--- config.mk ---
export PLATFORM = sky130hd
export DESIGN_NAME = gpr_mp
export DESIGN_NICKNAME = d
export VERILOG_FILES = /design/src/rtl/gpr_mp.sv
export SDC_FILE = /design/constraint.sdc
export NUM_CORES = 2
export LEC_CHECK = 0
export CAP_MARGIN = 30
export CORE_ASPECT_RATIO = 1.4
export CORE_UTILIZATION = 39
export DETAILED_ROUTE_END_ITERATION = 7
export DONT_BUFFER_PORTS = 1
export PLACE_DENSITY = 0.66
export SETUP_SLACK_MARGIN = 0.1
export SYNTH_ARGS = -nofsm -noshare
export SYNTH_HDL_FRONTEND = slang
export SYNTH_SLANG_ARGS = --single-unit
--- constraint.sdc ---
create_clock -name clk -period 2.85 [get_ports clk]
set_clock_uncertainty 0.2 [all_clocks]
set_input_delay 0.57 -clock clk [delete_from_list [all_inputs] [get_ports clk]]
set_output_delay 0.57 -clock clk [all_outputs]
set_load 0.01 [all_outputs]
--- src/rtl/gpr_mp.sv ---
// Multi-port register file: two async read ports, two sync write ports, hardwired
// zero register and per-register busy scoreboard. Optional write->read bypass: GPR_MP_BYPASS_EN.
module gpr_mp #(
    parameter int DATA_W   = 32,
    parameter int ADDR_W   = 5,
    parameter int ZERO_REG = 1
) (
    input  logic              clk,
    input  logic              reset,
    input  logic [ADDR_W-1:0] RA,
    input  logic [ADDR_W-1:0] RB,
    output logic [DATA_W-1:0] BusA,
    output logic [DATA_W-1:0] BusB,
    output logic              BusyA,
    output logic              BusyB,
    input  logic              WE0,
    input  logic [ADDR_W-1:0] RW0,
    input  logic [DATA_W-1:0] WD0,
    input  logic              WE1,
    input  logic [ADDR_W-1:0] RW1,
    input  logic [DATA_W-1:0] WD1,
    input  logic              SET,
    input  logic [ADDR_W-1:0] RS
);

    localparam int DEPTH = 1 << ADDR_W;

    logic [DEPTH-1:0][DATA_W-1:0] regs_q, regs_d;
    logic [DEPTH-1:0]             busy_q, busy_d;

    // Port 1 is applied last so it wins a same-index write conflict.
    always_comb begin
        regs_d = regs_q;
        if (WE0) regs_d[RW0] = WD0;
        if (WE1) regs_d[RW1] = WD1;
        if (ZERO_REG != 0) regs_d[0] = '0;
    end

    // Clears first, set last: a new producer overrides a retiring one.
    always_comb begin
        busy_d = busy_q;
        if (WE0) busy_d[RW0] = 1'b0;
        if (WE1) busy_d[RW1] = 1'b0;
        if (SET) busy_d[RS]  = 1'b1;
        if (ZERO_REG != 0) busy_d[0] = 1'b0;
    end

    always_ff @(posedge clk or negedge reset) begin
        if (!reset) begin
            regs_q <= '0;
            busy_q <= '0;
        end else begin
            regs_q <= regs_d;
            busy_q <= busy_d;
        end
    end

    function automatic logic [DATA_W-1:0] read_port(input logic [ADDR_W-1:0] ra);
        logic [DATA_W-1:0] d;
        d = regs_q[ra];
`ifdef GPR_MP_BYPASS_EN
        if (WE1 && (RW1 == ra))      d = WD1;
        else if (WE0 && (RW0 == ra)) d = WD0;
`endif
        if ((ZERO_REG != 0) && (ra == '0)) d = '0;
        return d;
    endfunction

    always_comb begin
        BusA  = read_port(RA);
        BusB  = read_port(RB);
        BusyA = busy_q[RA];
        BusyB = busy_q[RB];
    end

endmodule
# Word-level counts from Yosys, hierarchy flattened
# Cells that the tools add are included.
dict set report word_totals {
  input_bits 94
  output_inout_bits 66
  reg_bits 1023
  wordCells 77
}
dict set report classes {
  n_bitwise 5
  n_mux 27
  n_lt_le_gt_ge 8
  n_reduce_logical 5
}
# operator count
set op_table {}
lappend op_table {{1024-bit bitwise mux} 2}
lappend op_table {{1024-bit 2-to-1 mux} 2}
lappend op_table {{32-bit binary-select mux with 5-bit select} 2}
lappend op_table {{32-bit demux with 5-bit select} 2}
lappend op_table {{32-bit 2-to-1 mux} 9}
lappend op_table {{32-bit bitwise AND} 2}
lappend op_table {{32-bit NOT} 2}
lappend op_table {{32-bit bitwise OR} 1}
lappend op_table {{5-bit by 6-bit less-than comparator with 1-bit output (second input constant)} 5}
lappend op_table {{1-bit demux with 5-bit select} 3}
lappend op_table {{5-bit by 1-bit greater-or-equal comparator with 1-bit output (second input constant)} 3}
lappend op_table {{1-bit binary-select mux with 5-bit select} 2}
lappend op_table {{5-bit zero test} 2}
lappend op_table {{1-bit 2-to-1 mux} 5}
lappend op_table {{1-bit logical AND} 3}

# Depth between registers and ports, before layout
dict set report depth {
  depth_word 11
  mapped_depth 9
}

# Worst setup path before layout
# Ideal clock, no wire load.
dict set report synth_timing {
  kind {input port to output port}
  from {in RA[0]}
  to {out BusA[10]}
  path_stages 7
  arrival_time_ps 2142
  path_slack_ps -62
  required_time_ps 2080
  cell_sequence {buf_2 > buf_2 > buf_2 > mux4_2 > mux2i_1 > nor2_1 > a211o_1}
}
dict set report synth_via {
  elab_chain_len 3
  word_cells_on_any_way 4
  classes_between {mux: 3; reduce/logical: 1}
}
# item line_no
set synth_lines {}
lappend synth_lines {{start, declared} 10} ;# input logic [ADDR_W-1:0] RA,
lappend synth_lines {{32-bit binary-select mux with 5-bit select} 60} ;# d = regs_q[ra];
lappend synth_lines {{32-bit 2-to-1 mux (implied by the code)} 60}
lappend synth_lines {{32-bit 2-to-1 mux (*)} 65} ;# if ((ZERO_REG != 0) && (ra == '0)) d = '0;
lappend synth_lines {{end, declared} 12} ;# output logic [DATA_W-1:0] BusA,
# Mark *: on every way between the ends. The rest lies on a longest branch, timed or not. The select of a mux whose other input is x is not followed.

# Final worst setup path
dict set report layout_timing {
  from {in RA[0]}
  to {out BusA[22]}
}
# The elaborated chain is that of the path after synthesis.

==> flow_metrics.env <==
export IMPL_status="finished with violations"
export IMPL_failed_checks="negative hold slack, max-slew violations, negative setup slack"
export IMPL_hold_class="in2async"
export IMPL_grt_start_max_net_pins=268
export IMPL_grt_ovfl_total=0
export IMPL_critPathCaptureType="output port"
export IMPL_tritoncts="built"
export IMPL_period_share_pct=117
export IMPL_viasPerCell=6.53
export IMPL_start_kind="input pin"
export IMPL_slowest_delay_ps=780
export IMPL_fin_cells=8214
export IMPL_cts_buffers=107
export IMPL_drive_gt1_share_pct=23.5
export IMPL_clkLatencyLatePin_ps=730
export IMPL_yosysTopAreaCell="dfrtp_1"
export IMPL_worst_pin_slew_ps=1610
export IMPL_crit_arrival_ps=2580
export IMPL_drc=0
export IMPL_synth_async_reset_ratio_pct=100
export IMPL_synth_flop_cell="dfrtp_1"
export IMPL_clock_path_buffers=3
export IMPL_synth_area_sq_mm=0.0639
export IMPL_worst_hold_slack_ps=-153
export IMPL_die_w_microns=344
export IMPL_grt_util_met1_pct=37.7
export IMPL_route_final_wire_length_mm=262
export IMPL_cp_num_buf_inv=1
export IMPL_yosys_top_cells_count="mux2i_1 (1040), dfrtp_1 (1023), nand2_1 (602)"
export IMPL_hold_violations=169
export IMPL_h_tree_depth=3
export IMPL_track_usage_pct=31.1
export IMPL_nFillCells=14400
export IMPL_ys_seq_elements=1023
export IMPL_core_sq_mm=0.162
export IMPL_path_class="in2out"
export IMPL_crit_slowest_cell="mux4_2"
export IMPL_grt_pass1_vias=52400
export IMPL_synth_edf_count=0
export IMPL_slew_headroom_pct=-7.19
export IMPL_yosys_cell_count_top_type="mux2i_1"
export IMPL_path_depth=5
export IMPL_clk_pin_slew_ps=60
export IMPL_drt_iter0_markers=7083
export IMPL_io_buffer_count=0
export IMPL_die_area_sq_mm=0.165
export IMPL_root_buffer="clkbuf_16"
export IMPL_power_density_mw_per_mm2=668
export IMPL_wire_per_inst_microns=31.9
export IMPL_crit_family="multiplexers"
export IMPL_syn_to_final_growth_pct=18.8
export IMPL_required_ps=2080
export IMPL_grt_use_met2_pct=46.5
export IMPL_period_needed_ps=3350
export IMPL_first_pass_iters=8
export IMPL_yosysUniqueCellTypes=50
export IMPL_reg2regPathDepth=4
export IMPL_seq_area_frac_synth_pct=40.1
export IMPL_yosys_top_cells_area="dfrtp_1 (40%), mux2i_1 (16%), mux4_2 (16%), a21oi_1 (4.1%), o21ai_0 (4.1%)"
export IMPL_io_pin_count=160
export IMPL_synth_avg_cell_area_sq_um=10.6
export IMPL_syn_inst=6046
export IMPL_grtUsageMet3_pct=10.6
export IMPL_fmax_ghz=0.299
export IMPL_yosys_warnings=0
export IMPL_place_inst=7692
export IMPL_die_y_microns=481
export IMPL_nets=6097
export IMPL_setup_violations=66
export IMPL_synth_nets=6140
export IMPL_rows=175
export IMPL_grt_busiest_layer="met2"
export IMPL_antenna_left=0
export IMPL_hpwlAfterDp_mm=140
export IMPL_ir_worst_vdd_mv=0.505
export IMPL_vias=53600
export IMPL_gp_congestion=0.878
export IMPL_synth_top_area_share_pct=40.1
export IMPL_critPathMaxFanout=267
export IMPL_drv_cap=0
export IMPL_cts_sinks=1023
export IMPL_slew_viol_final=79
export IMPL_antenna_found_initial=13
export IMPL_rsz0062_at_grt="true"
export IMPL_power_static_leakage_nw=32.3
export IMPL_fin_ws_ps=-495
export IMPL_cp_cell_sequence="mux4_2, a22oi_1, a21boi_2, a211o_4, buf_12"
export IMPL_grt_first_pass_wirelength_mm=374
export IMPL_fin_setup_tns_ps=-17320
export IMPL_start_util_pct=39.3
-- placed cells by master (no fill, tap or decap), drive strengths merged, types with 23 or more instances in the layout --
master / instances
mux2i: 1040
dfrtp: 1023
nand2: 602
nor2: 598
o21ai: 537
a21oi: 525
mux4: 449
buf: 398
clkbuf: 169
dlygate4sd3: 156
a22oi: 111
mux2: 105
o22ai: 32
a211o: 32
a21boi: 31
o32ai: 29
nand2b: 23
-- metal layers --
layer | routed length [microns] | up-vias | part of all wire [%]
met5 | 88 | - | 0.034
met4 | 19600 | 14 | 7.5
met3 | 34700 | 1085 | 13
met2 | 117000 | 4094 | 45
met1 | 90900 | 26500 | 35
li1 | - | 22000 | -
-- what timing repair did --
item                                    in CTS  in global routing
endpoints found under the setup margin     298                301
cloned                                       2                  3
pin swaps                                  132                 90
resized for setup                          209                 88
setup buffers                               70                 32
endpoints found under the hold margin     1289                 20
hold buffers                               205                  2
-- sequential cells by signal (all words and copies together) (netlist names) --
name and flops:
regs_q 992, busy_q 31
-- layout make-up --
| cell class | instances | area [sq um] | share of cell area (%) |
|---|---|---|---|
| Antenna cell | 8 | 20.0 | 0.0264 |
| Clock buffer | 162 | 3230 | 4.25 |
| Clock inverter | 26 | 343 | 0.452 |
| Inverter | 3 | 11.3 | 0.0148 |
| Multi-Input combinational cell | 4305 | 36900 | 48.7 |
| Sequential cell | 1023 | 25600 | 33.7 |
| Tap cell | 2124 | 2660 | 3.50 |
| Timing Repair Buffer | 563 | 7100 | 9.36 |
-- through the flow --
step	power, mW	setup WS [ps]	area, sq um	util (%)
finish	50.7	-495	75900	46.7
CTS	49.6	-430	74700	46.0
global placement	32.5	-1310	67000	41.2
floorplan	29.9	86.6	64200	-
detailed placement	33.1	-1490	67000	41.2
global route	52.5	-448	75900	46.7
-- path summary, 6_finish.rpt --
kind / startpoint / endpoint / slack, ps
worst min register to register: busy_q[8]$_DFF_PN0_ / busy_q[8]$_DFF_PN0_ / 320
worst min-delay path: reset / regs_q[32]$_DFF_PN0_ / -150
worst max register to register: regs_q[358]$_DFF_PN0_ / regs_q[358]$_DFF_PN0_ / 790
max in group asynchronous: reset / regs_q[310]$_DFF_PN0_ / 550
min in group clk: WD0[6] / regs_q[262]$_DFF_PN0_ / 20
worst max-delay path: RA[0] / BusA[22] / -500
-- power breakdown --
group          switching (mW)  internal (mW)  total [mW]
logic                    6.21           8.25        14.5
registers                3.08           18.4        21.5
clock network            6.31           8.46        14.8
total                    15.6           35.1        50.7
-- cell families (layout without fill, tap and decap cells) --
family          Yosys count  in the layout  share of synthesized area (%)
compound gates         1411           1411                           12.6
mux                    1594           1594                           34.0
flops                  1023           1023                           40.1
buf+inv                 718            754                           5.09
other cells               0              8                              0
simple gates           1300           1300                           8.24
-- tightest hold or removal path, cell delays in order --
cell    delay (ps)
buf_12          80
buf_12         110
buf_16         400
Note: power is estimated with default switching activity, not from simulation.
